### src/rtl/seq_divider_8by4.sv
// -----------------------------------------------------------------------------
// seq_divider_8by4
// Sequential restoring divider: 8-bit dividend / 4-bit divisor, one quotient
// bit per clock using shift-left / trial-subtract. Start/busy/done handshake;
// quotient, remainder and div_by_zero hold until the next accepted start.
//
// Ports
//   clk          rising-edge clock
//   rst          synchronous reset, active-high, highest priority
//   start        request, sampled only in IDLE or DONE
//   dividend     DIVIDEND_W operand, captured on the accepted start edge
//   divisor      DIVISOR_W operand, captured on the accepted start edge
//   busy         high while iterating
//   done         one-cycle pulse when results are valid
//   quotient     DIVIDEND_W result
//   remainder    DIVISOR_W result
//   div_by_zero  captured divisor was zero; held with the results
// -----------------------------------------------------------------------------
module seq_divider_8by4 #(
   parameter int DIVIDEND_W = 8,
   parameter int DIVISOR_W  = 4
) (
   input  logic                  clk,
   input  logic                  rst,
   input  logic                  start,
   input  logic [DIVIDEND_W-1:0] dividend,
   input  logic [DIVISOR_W-1:0]  divisor,
   output logic                  busy,
   output logic                  done,
   output logic [DIVIDEND_W-1:0] quotient,
   output logic [DIVISOR_W-1:0]  remainder,
   output logic                  div_by_zero
);

   localparam int CNT_W = $clog2(DIVIDEND_W + 1);

   typedef enum logic [1:0] {
      IDLE = 2'b00,
      RUN  = 2'b01,
      DONE = 2'b10
   } state_t;

   state_t                  state_r, state_nxt_s;

   // Working registers. The partial remainder only ever needs its low
   // DIVISOR_W bits carried between iterations: after a successful subtract
   // it is below the divisor, and when the subtract fails the shifted-out
   // top bit never re-enters the result.
   logic [DIVIDEND_W-1:0]   q_r, q_nxt_s;
   logic [DIVISOR_W-1:0]    d_r, d_nxt_s;
   logic [DIVISOR_W-1:0]    r_r, r_nxt_s;
   logic [CNT_W-1:0]        count_r, count_nxt_s;

   logic                    busy_r, busy_nxt_s;
   logic                    done_r, done_nxt_s;
   logic [DIVIDEND_W-1:0]   quotient_r, quotient_nxt_s;
   logic [DIVISOR_W-1:0]    remainder_r, remainder_nxt_s;
   logic                    dz_r, dz_nxt_s;

   // One restoring step
   logic [DIVISOR_W:0]      t_s;
   logic                    ge_s;
   logic [DIVISOR_W-1:0]    r_iter_s;
   logic [DIVIDEND_W-1:0]   q_iter_s;

   // Single restoring-division step on the current working registers
   always_comb begin
      t_s      = {r_r, q_r[DIVIDEND_W-1]};
      ge_s     = (t_s >= {1'b0, d_r});
      r_iter_s = t_s[DIVISOR_W-1:0];
      q_iter_s = {q_r[DIVIDEND_W-2:0], 1'b0};
      if (ge_s) begin
         // Low bits of T-D are exact modulo 2^DIVISOR_W
         r_iter_s = t_s[DIVISOR_W-1:0] - d_r;
         q_iter_s = {q_r[DIVIDEND_W-2:0], 1'b1};
      end else begin
         r_iter_s = t_s[DIVISOR_W-1:0];
         q_iter_s = {q_r[DIVIDEND_W-2:0], 1'b0};
      end
   end

   // Next-state and next-value logic for the FSM and its datapath
   always_comb begin
      state_nxt_s     = state_r;
      q_nxt_s         = q_r;
      d_nxt_s         = d_r;
      r_nxt_s         = r_r;
      count_nxt_s     = count_r;
      busy_nxt_s      = busy_r;
      done_nxt_s      = 1'b0;
      quotient_nxt_s  = quotient_r;
      remainder_nxt_s = remainder_r;
      dz_nxt_s        = dz_r;

      case (state_r)
         IDLE, DONE: begin
            if (start) begin
               state_nxt_s = RUN;
               q_nxt_s     = dividend;
               d_nxt_s     = divisor;
               r_nxt_s     = {DIVISOR_W{1'b0}};
               count_nxt_s = CNT_W'(DIVIDEND_W);
               busy_nxt_s  = 1'b1;
               dz_nxt_s    = (divisor == {DIVISOR_W{1'b0}});
            end else begin
               state_nxt_s = IDLE;
               busy_nxt_s  = 1'b0;
            end
         end
         RUN: begin
            // start is ignored here; operands stay as captured
            q_nxt_s     = q_iter_s;
            r_nxt_s     = r_iter_s;
            count_nxt_s = count_r - CNT_W'(1);
            if (count_r == CNT_W'(1)) begin
               // Final step: publish results in the same edge
               state_nxt_s     = DONE;
               busy_nxt_s      = 1'b0;
               done_nxt_s      = 1'b1;
               quotient_nxt_s  = q_iter_s;
               remainder_nxt_s = r_iter_s;
            end else begin
               state_nxt_s = RUN;
               busy_nxt_s  = 1'b1;
            end
         end
         default: begin
            state_nxt_s = IDLE;
            busy_nxt_s  = 1'b0;
         end
      endcase
   end

   // FSM state register
   always_ff @(posedge clk) begin
      if (rst) begin
         state_r <= IDLE;
      end else begin
         state_r <= state_nxt_s;
      end
   end

   // Datapath and output registers
   always_ff @(posedge clk) begin
      if (rst) begin
         q_r         <= {DIVIDEND_W{1'b0}};
         d_r         <= {DIVISOR_W{1'b0}};
         r_r         <= {DIVISOR_W{1'b0}};
         count_r     <= {CNT_W{1'b0}};
         busy_r      <= 1'b0;
         done_r      <= 1'b0;
         quotient_r  <= {DIVIDEND_W{1'b0}};
         remainder_r <= {DIVISOR_W{1'b0}};
         dz_r        <= 1'b0;
      end else begin
         q_r         <= q_nxt_s;
         d_r         <= d_nxt_s;
         r_r         <= r_nxt_s;
         count_r     <= count_nxt_s;
         busy_r      <= busy_nxt_s;
         done_r      <= done_nxt_s;
         quotient_r  <= quotient_nxt_s;
         remainder_r <= remainder_nxt_s;
         dz_r        <= dz_nxt_s;
      end
   end

   assign busy        = busy_r;
   assign done        = done_r;
   assign quotient    = quotient_r;
   assign remainder   = remainder_r;
   assign div_by_zero = dz_r;

endmodule

### config.mk
export PLATFORM = sky130hd
export DESIGN_NAME = seq_divider_8by4
export DESIGN_NICKNAME = d
export VERILOG_FILES = /design/src/rtl/seq_divider_8by4.sv
export SDC_FILE = /design/constraint.sdc
export NUM_CORES = 1
export LEC_CHECK = 0
export CORE_ASPECT_RATIO = 1.75
export CORE_MARGIN = 2
export CORE_UTILIZATION = 45
export DETAILED_ROUTE_END_ITERATION = 16
export PLACE_DENSITY = 0.8
export SLEW_MARGIN = 20
export SYNTH_ARGS = -nofsm -noshare
export SYNTH_HDL_FRONTEND = slang
export SYNTH_SLANG_ARGS = --single-unit
### constraint.sdc
create_clock -name clk -period 2.6 [get_ports clk]
set_input_delay 0.52 -clock clk [delete_from_list [all_inputs] [get_ports clk]]
set_output_delay 0.52 -clock clk [all_outputs]
set_load 0.01 [all_outputs]
==> results_dict.tcl, run 1 <==
set metrics [dict create \
    fin_tns_setup_ns 0 \
    finalHoldViolations 0 \
    synth_top_area_frac 0.441 \
    worst_pin_slew_ns 0.772 \
    crit_arrival_ns 2.19 \
    grtUsageMet2 0.331 \
    synthFlopType "dfxtp_1" \
    ir_drop_uv 498 \
    path_delay_family "simple AND/OR/NAND/NOR gates" \
    die_w_um 49.6 \
    firstDrtPassIters 4 \
    fin_area_um2 2060 \
    antenna_cells 0 \
    period_share 0.753 \
    synth_area_leaders "dfxtp_1 (44%), nand2_1 (8.5%), a21oi_1 (8.3%)" \
    powerDensity_nw_per_um2 605 \
    num_rows 29 \
    finalSetupViolCount 0 \
    final_cell_mix "nand2_1 (37), dfxtp_1 (36), clkdlybuf4s50_1 (29)" \
    synthArstFlopShare 0 \
    drt_iter0_markers 29 \
    max_slew_margin 0.484 \
    cp-end-kind "flop" \
    synthXorXnorAreaFrac 0.00536 \
    grt_pass1_vias 1403 \
    postCtsSetupBuffers 0 \
    grt_pass1_wl_um 6220 \
    netlist_area_um2 1640 \
    crit_type "reg -> reg" \
    drc 0 \
    yosysSeqAreaShare 0.441 \
    grt_max_degree 21 \
    synthDistinctLibCells 37 \
    fin_crit_ns 1.96 \
    post-dp-hpwl_um 2600 \
    status "finished clean" \
    numCtsBuffers 5 \
    worstPathMaxFanout 15 \
    grt_util_met3 0.0376 \
    cts_root_buffer "clkbuf_8" \
    cp_cell_sequence "and2b_1, nand3_1, nor4_1, a211o_2" \
    slew_viol_final 0 \
    nNetsFinal 247 \
    postCtsHoldBufs 0 \
    clock.fmax_ghz 0.511 \
    antenna_found_initial 0 \
    grt_util_met1 0.223 \
    synth_fa_ha_area_frac 0.0581 \
    synth_edf_count 0 \
    cts_tree "built" \
    placed_cells 264 \
    place.port_buffers 29 \
    skew_ns 0.00564 \
    core_um2 3560 \
    ant_nets 0 \
    synth_cells 196 \
    wirelength_um 3700 \
    synth_top_family_by_area "simple AND/OR/NAND/NOR gates" \
    clkLatencyLatePin_ns 0.29 \
    yosys.area.top_type "dfxtp_1" \
    fin_cells 272 \
    wl_per_cell_um 13.6 \
    yosysWarningCount 0 \
    drv_cap 0 \
    cts_sinks 36 \
    die_area_um2 4150 \
    via_per_inst 5.40 \
    io_pins 30 \
    cts.repair.resized 0 \
    synth-simple-area-share 0.220 \
    p_leak_uw 0.000764 \
    synth_nets 218 \
    crit_path_max_incr_delay_ns 0.56 \
    synth_compound_area_frac 0.208 \
    busiest_layer "met2" \
    cp.required_ns 2.84 \
    start_util 0.460 \
    dpl_cell_area_um2 1970 \
    cp-start-kind "flop" \
    worstHoldPathType "reg -> reg" \
    htreeDepth 2 \
    gp_congestion 0.873 \
    p_total_uw 1250 \
    synth_mux_area_frac 0.0184 \
    num_vias 1470 \
    avgSynthCellArea_um2 8.34 \
    layout_commonest_cell "nand2_1" \
    drive_gt1_frac 0.0841 \
    areaGrowthSynthToFinish_pct 26.0 \
    synth_seq_cells 36 \
    overflow 0 \
    slowest_stage "nand3_1" \
    grt_setup_unrepaired "false" \
    track_usage 0.199 \
    critPathBufInv 0 \
    die_h_um 83.7 \
    cts_buffer_depth 2 \
    clkSlewWorstSetupHoldPaths_ns 0.07 \
]
Yosys cell counts (all sizes together), types with 2 or more instances:
cell type,count
a22o,2
a21boi,2
inv,9
dfxtp,36
a211o,2
buf,7
nand2,37
nand3,3
a211oi,2
o21ai,2
nor3b,2
or2,2
mux2i,3
clkbuf,4
nor2,17
a21oi,27
a22oi,8
ha,6
nor3,7
a31oi,2
nand2b,3
nor4,4
per-layer routing:
metal | wire length (um) | vias to the layer above
met5 | 0 | -
met4 | 121 | 0
met3 | 108 | 10
met2 | 1910 | 35
met1 | 1570 | 689
li1 | - | 736
area by class of cell:
type | instances | area, um2
fillers | 352 | 1500
multi-input cells | 140 | 835
flip-flops and latches | 36 | 721
repair buffers | 33 | 320
clock buffers | 7 | 86.3
well taps | 46 | 57.6
inverters | 9 | 33.8
clock inverters | 1 | 7.51
final timing paths:
kind / startpoint / end / slack (ns) / cells past startpoint
setup / recovery: state_r[0] / remainder[0] / 0.64 / 4
hold / removal: d_r[2] / d_r[2] / 0.46 / 2
setup reg to reg: state_r[0] / remainder[0] / 0.64 / 4
hold reg to reg: d_r[2] / d_r[2] / 0.46 / 2
tightest hold or removal path, stage by stage, from the launching register on:
cell and delay, ns:
dfxtp_1 0.31, nand2_1 0.05, a21oi_1 0.05
sequential cells by signal (all words and copies together), names as in the netlist:
signal       cells
count_r          4
d_r              4
div_by_zero      1
done             1
q_r              8
quotient         8
r_r              4
remainder        4
state_r          2
stage by stage:
stage | hold WS, ns | worst slack, ns | util
after floorplan | 0.436 | 0.906 | -
after CTS | 0.457 | 0.643 | 0.580
final | 0.455 | 0.643 | 0.580
after global placement | 0.444 | 0.551 | 0.553
after detailed placement | 0.446 | 0.514 | 0.553
after global routing | 0.474 | 0.463 | 0.580
where the power goes:
group	switching, uW	leakage [uW]	internal (uW)
logic	132	0.000426	102
clock network	196	0.0000445	215
registers	23.2	0.000293	579
cells by family (layout without fill, tap and decap cells):
kind of cell / count (synthesis) / after routing
simple gates: 79 / 79
buf+inv: 20 / 50
fa+ha+maj: 7 / 7
flops: 36 / 36
xor+xnor: 1 / 1
mux: 3 / 3
compound gates: 50 / 50
No activity file was read; power rests on OpenSTA's default activity.
==> inputs of run 2 (changes only) <==
--- a/config.mk
+++ b/config.mk
@@ -9,7 +9,7 @@
 export CORE_MARGIN = 2
 export CORE_UTILIZATION = 45
 export DETAILED_ROUTE_END_ITERATION = 16
-export PLACE_DENSITY = 0.8
+export PLACE_DENSITY = 0.83
 export SLEW_MARGIN = 20
 export SYNTH_ARGS = -nofsm -noshare
 export SYNTH_HDL_FRONTEND = slang
==> constraint.sdc (replaced) <==
create_clock -name clk -period 1.6 [get_ports clk]
set_input_delay 0.32 -clock clk [delete_from_list [all_inputs] [get_ports clk]]
set_output_delay 0.32 -clock clk [all_outputs]
set_load 0.01 [all_outputs]
==> results_dict.tcl, run 2 (synthesis gave the netlist of run 1 again) <==
set metrics [dict create \
    status "complete, but fails checks" \
    violations "setup timing" \
    areaGrowthSynthToFinish_pct 38.3 \
    critPathBufInv 1 \
    rr_startpoint "d_r[2]" \
    postCtsHoldBufs 0 \
    drv_cap 0 \
    slowest_stage "dfxtp_2" \
    clock.fmax_ghz 0.609 \
    cp.required_ns 1.78 \
    grt_max_degree 20 \
    grt_pass1_vias 1484 \
    r2r_end "remainder[2]" \
    grt_pass1_wl_um 6510 \
    multi_input_area_um2 902 \
    die_h_um 83.7 \
    clkSlewWorstSetupHoldPaths_ns 0.07 \
    slew_viol_final 0 \
    place.port_buffers 29 \
    endpoint "remainder[2]" \
    p_leak_uw 0.000869 \
    num_rows 29 \
    drt_iter0_markers 39 \
    die_w_um 49.6 \
    finalHoldViolations 0 \
    dpl_cell_area_um2 2100 \
    drive_gt1_frac 0.211 \
    worstHoldPathType "reg -> reg" \
    clkLatencyLatePin_ns 0.29 \
    worst_pin_slew_ns 0.457 \
    path_delay_family "compound AO/OA/AOI/OAI gates" \
    layout_commonest_cell "nand2_1" \
    final_cell_mix "nand2_1 (37), dfxtp_1 (33), clkdlybuf4s50_1 (29)" \
    antenna_found_initial 0 \
    antenna_cells 0 \
    cp_cell_sequence "inv_2, ha_4, or2_4, a21boi_4, a31oi_4, mux2i_4, a211oi_2" \
    track_usage 0.204 \
    ff_latch_area_um2 724 \
    crit_cells 7 \
    post-dp-hpwl_um 2730 \
    drc 0 \
    crit_arrival_ns 1.82 \
    wirelength_um 3810 \
    start_util 0.460 \
    die_area_um2 4150 \
    via_per_inst 5.34 \
    overflow 0 \
    finalSetupViolCount 4 \
    wl_per_cell_um 13.2 \
    cts_root_buffer "clkbuf_8" \
    numCtsBuffers 5 \
    ant_nets 0 \
    io_pins 30 \
    fin_area_um2 2260 \
    powerDensity_nw_per_um2 959 \
    crit_path_max_incr_delay_ns 0.33 \
    cts_buffer_depth 2 \
    crit_type "reg -> reg" \
    firstDrtPassIters 4 \
    skew_ns 0.00654 \
    cts_sinks 36 \
    cp-start-kind "flop" \
    nNetsFinal 264 \
    grt_setup_unrepaired "true" \
    cp-startpoint "d_r[2]" \
    worstPathMaxFanout 7 \
    final_core_util 0.636 \
    reg2reg_setup_slack_ns -0.04 \
    cp-end-kind "flop" \
    setup_ws_ns -0.0426 \
    ir_drop_uv 830 \
    cts_tree "built" \
    core_um2 3560 \
    fin_crit_ns 1.64 \
    fill_cells 322 \
    gp_congestion 0.988 \
    pre_cts_ws_ns -0.247 \
    htreeDepth 2 \
    num_vias 1537 \
    holdWs_ns 0.455 \
    period_share 1.03 \
    worstRegToRegCells 7 \
    max_slew_margin 0.695 \
]
-- run 2: layout make-up --
type,count,share of cell area
well taps,46,0.0254
clock buffers,7,0.0426
repair buffers,50,0.198
flip-flops and latches,36,0.320
inverters,9,0.0149
multi-input cells,140,0.399
-- run 2: how the worst min path moves through the flow --
| stage | cells after the start | startpoint | to | slack, ns |
|---|---|---|---|---|
| after global routing | 2 | div_by_zero | div_by_zero | 0.48 |
| after floorplan | 1 | rst | state_r[1] | 0.41 |
| final | 2 | div_by_zero | div_by_zero | 0.46 |
| after CTS | 2 | div_by_zero | div_by_zero | 0.46 |
| after detailed placement | 2 | div_by_zero | div_by_zero | 0.45 |
| after global placement | 2 | div_by_zero | div_by_zero | 0.44 |
-- run 2: stage by stage --
step	TNS, ns	power (uW)	std cells
after floorplan	0	1260	196
after global placement	-2.05	1420	280
after detailed placement	-2.37	1430	280
after CTS	-0.145	2150	288
after global routing	-0.559	2260	288
final	-0.111	2170	288
-- run 2: timing repair --
item / CTS / global route
gates resized for setup: 9 / 8
pin swaps: 5 / 7
setup buffers: 1 / 0
gates cloned: 0 / 0
setup endpoints to repair: 7 / 22
-- run 2: report_power, final --
group | internal, uW | switching, uW | total (uW)
sequential | 942 | 33.6 | 975
clock | 383 | 319 | 702
combinational | 242 | 250 | 492
total | 1570 | 603 | 2170
-- run 2: worst register-to-register path, delay by kind of cell, from the launching register on --
family                     cells  cell delay (ns)
adders and majority gates      1             0.25
buffers and inverters          1             0.04
DFF                            1             0.33
muxes                          1             0.33
AOI/OAI and AO/OA              3             0.46
and+or+nand+nor                1             0.12
-- run 2: metal layers --
layer	GRT usage	vias to the layer above	wire (um)
li1	-	765	-
met1	0.233	722	1550
met2	0.344	41	2020
met3	0.0412	9	144
met4	0.111	0	102
met5	0	-	0
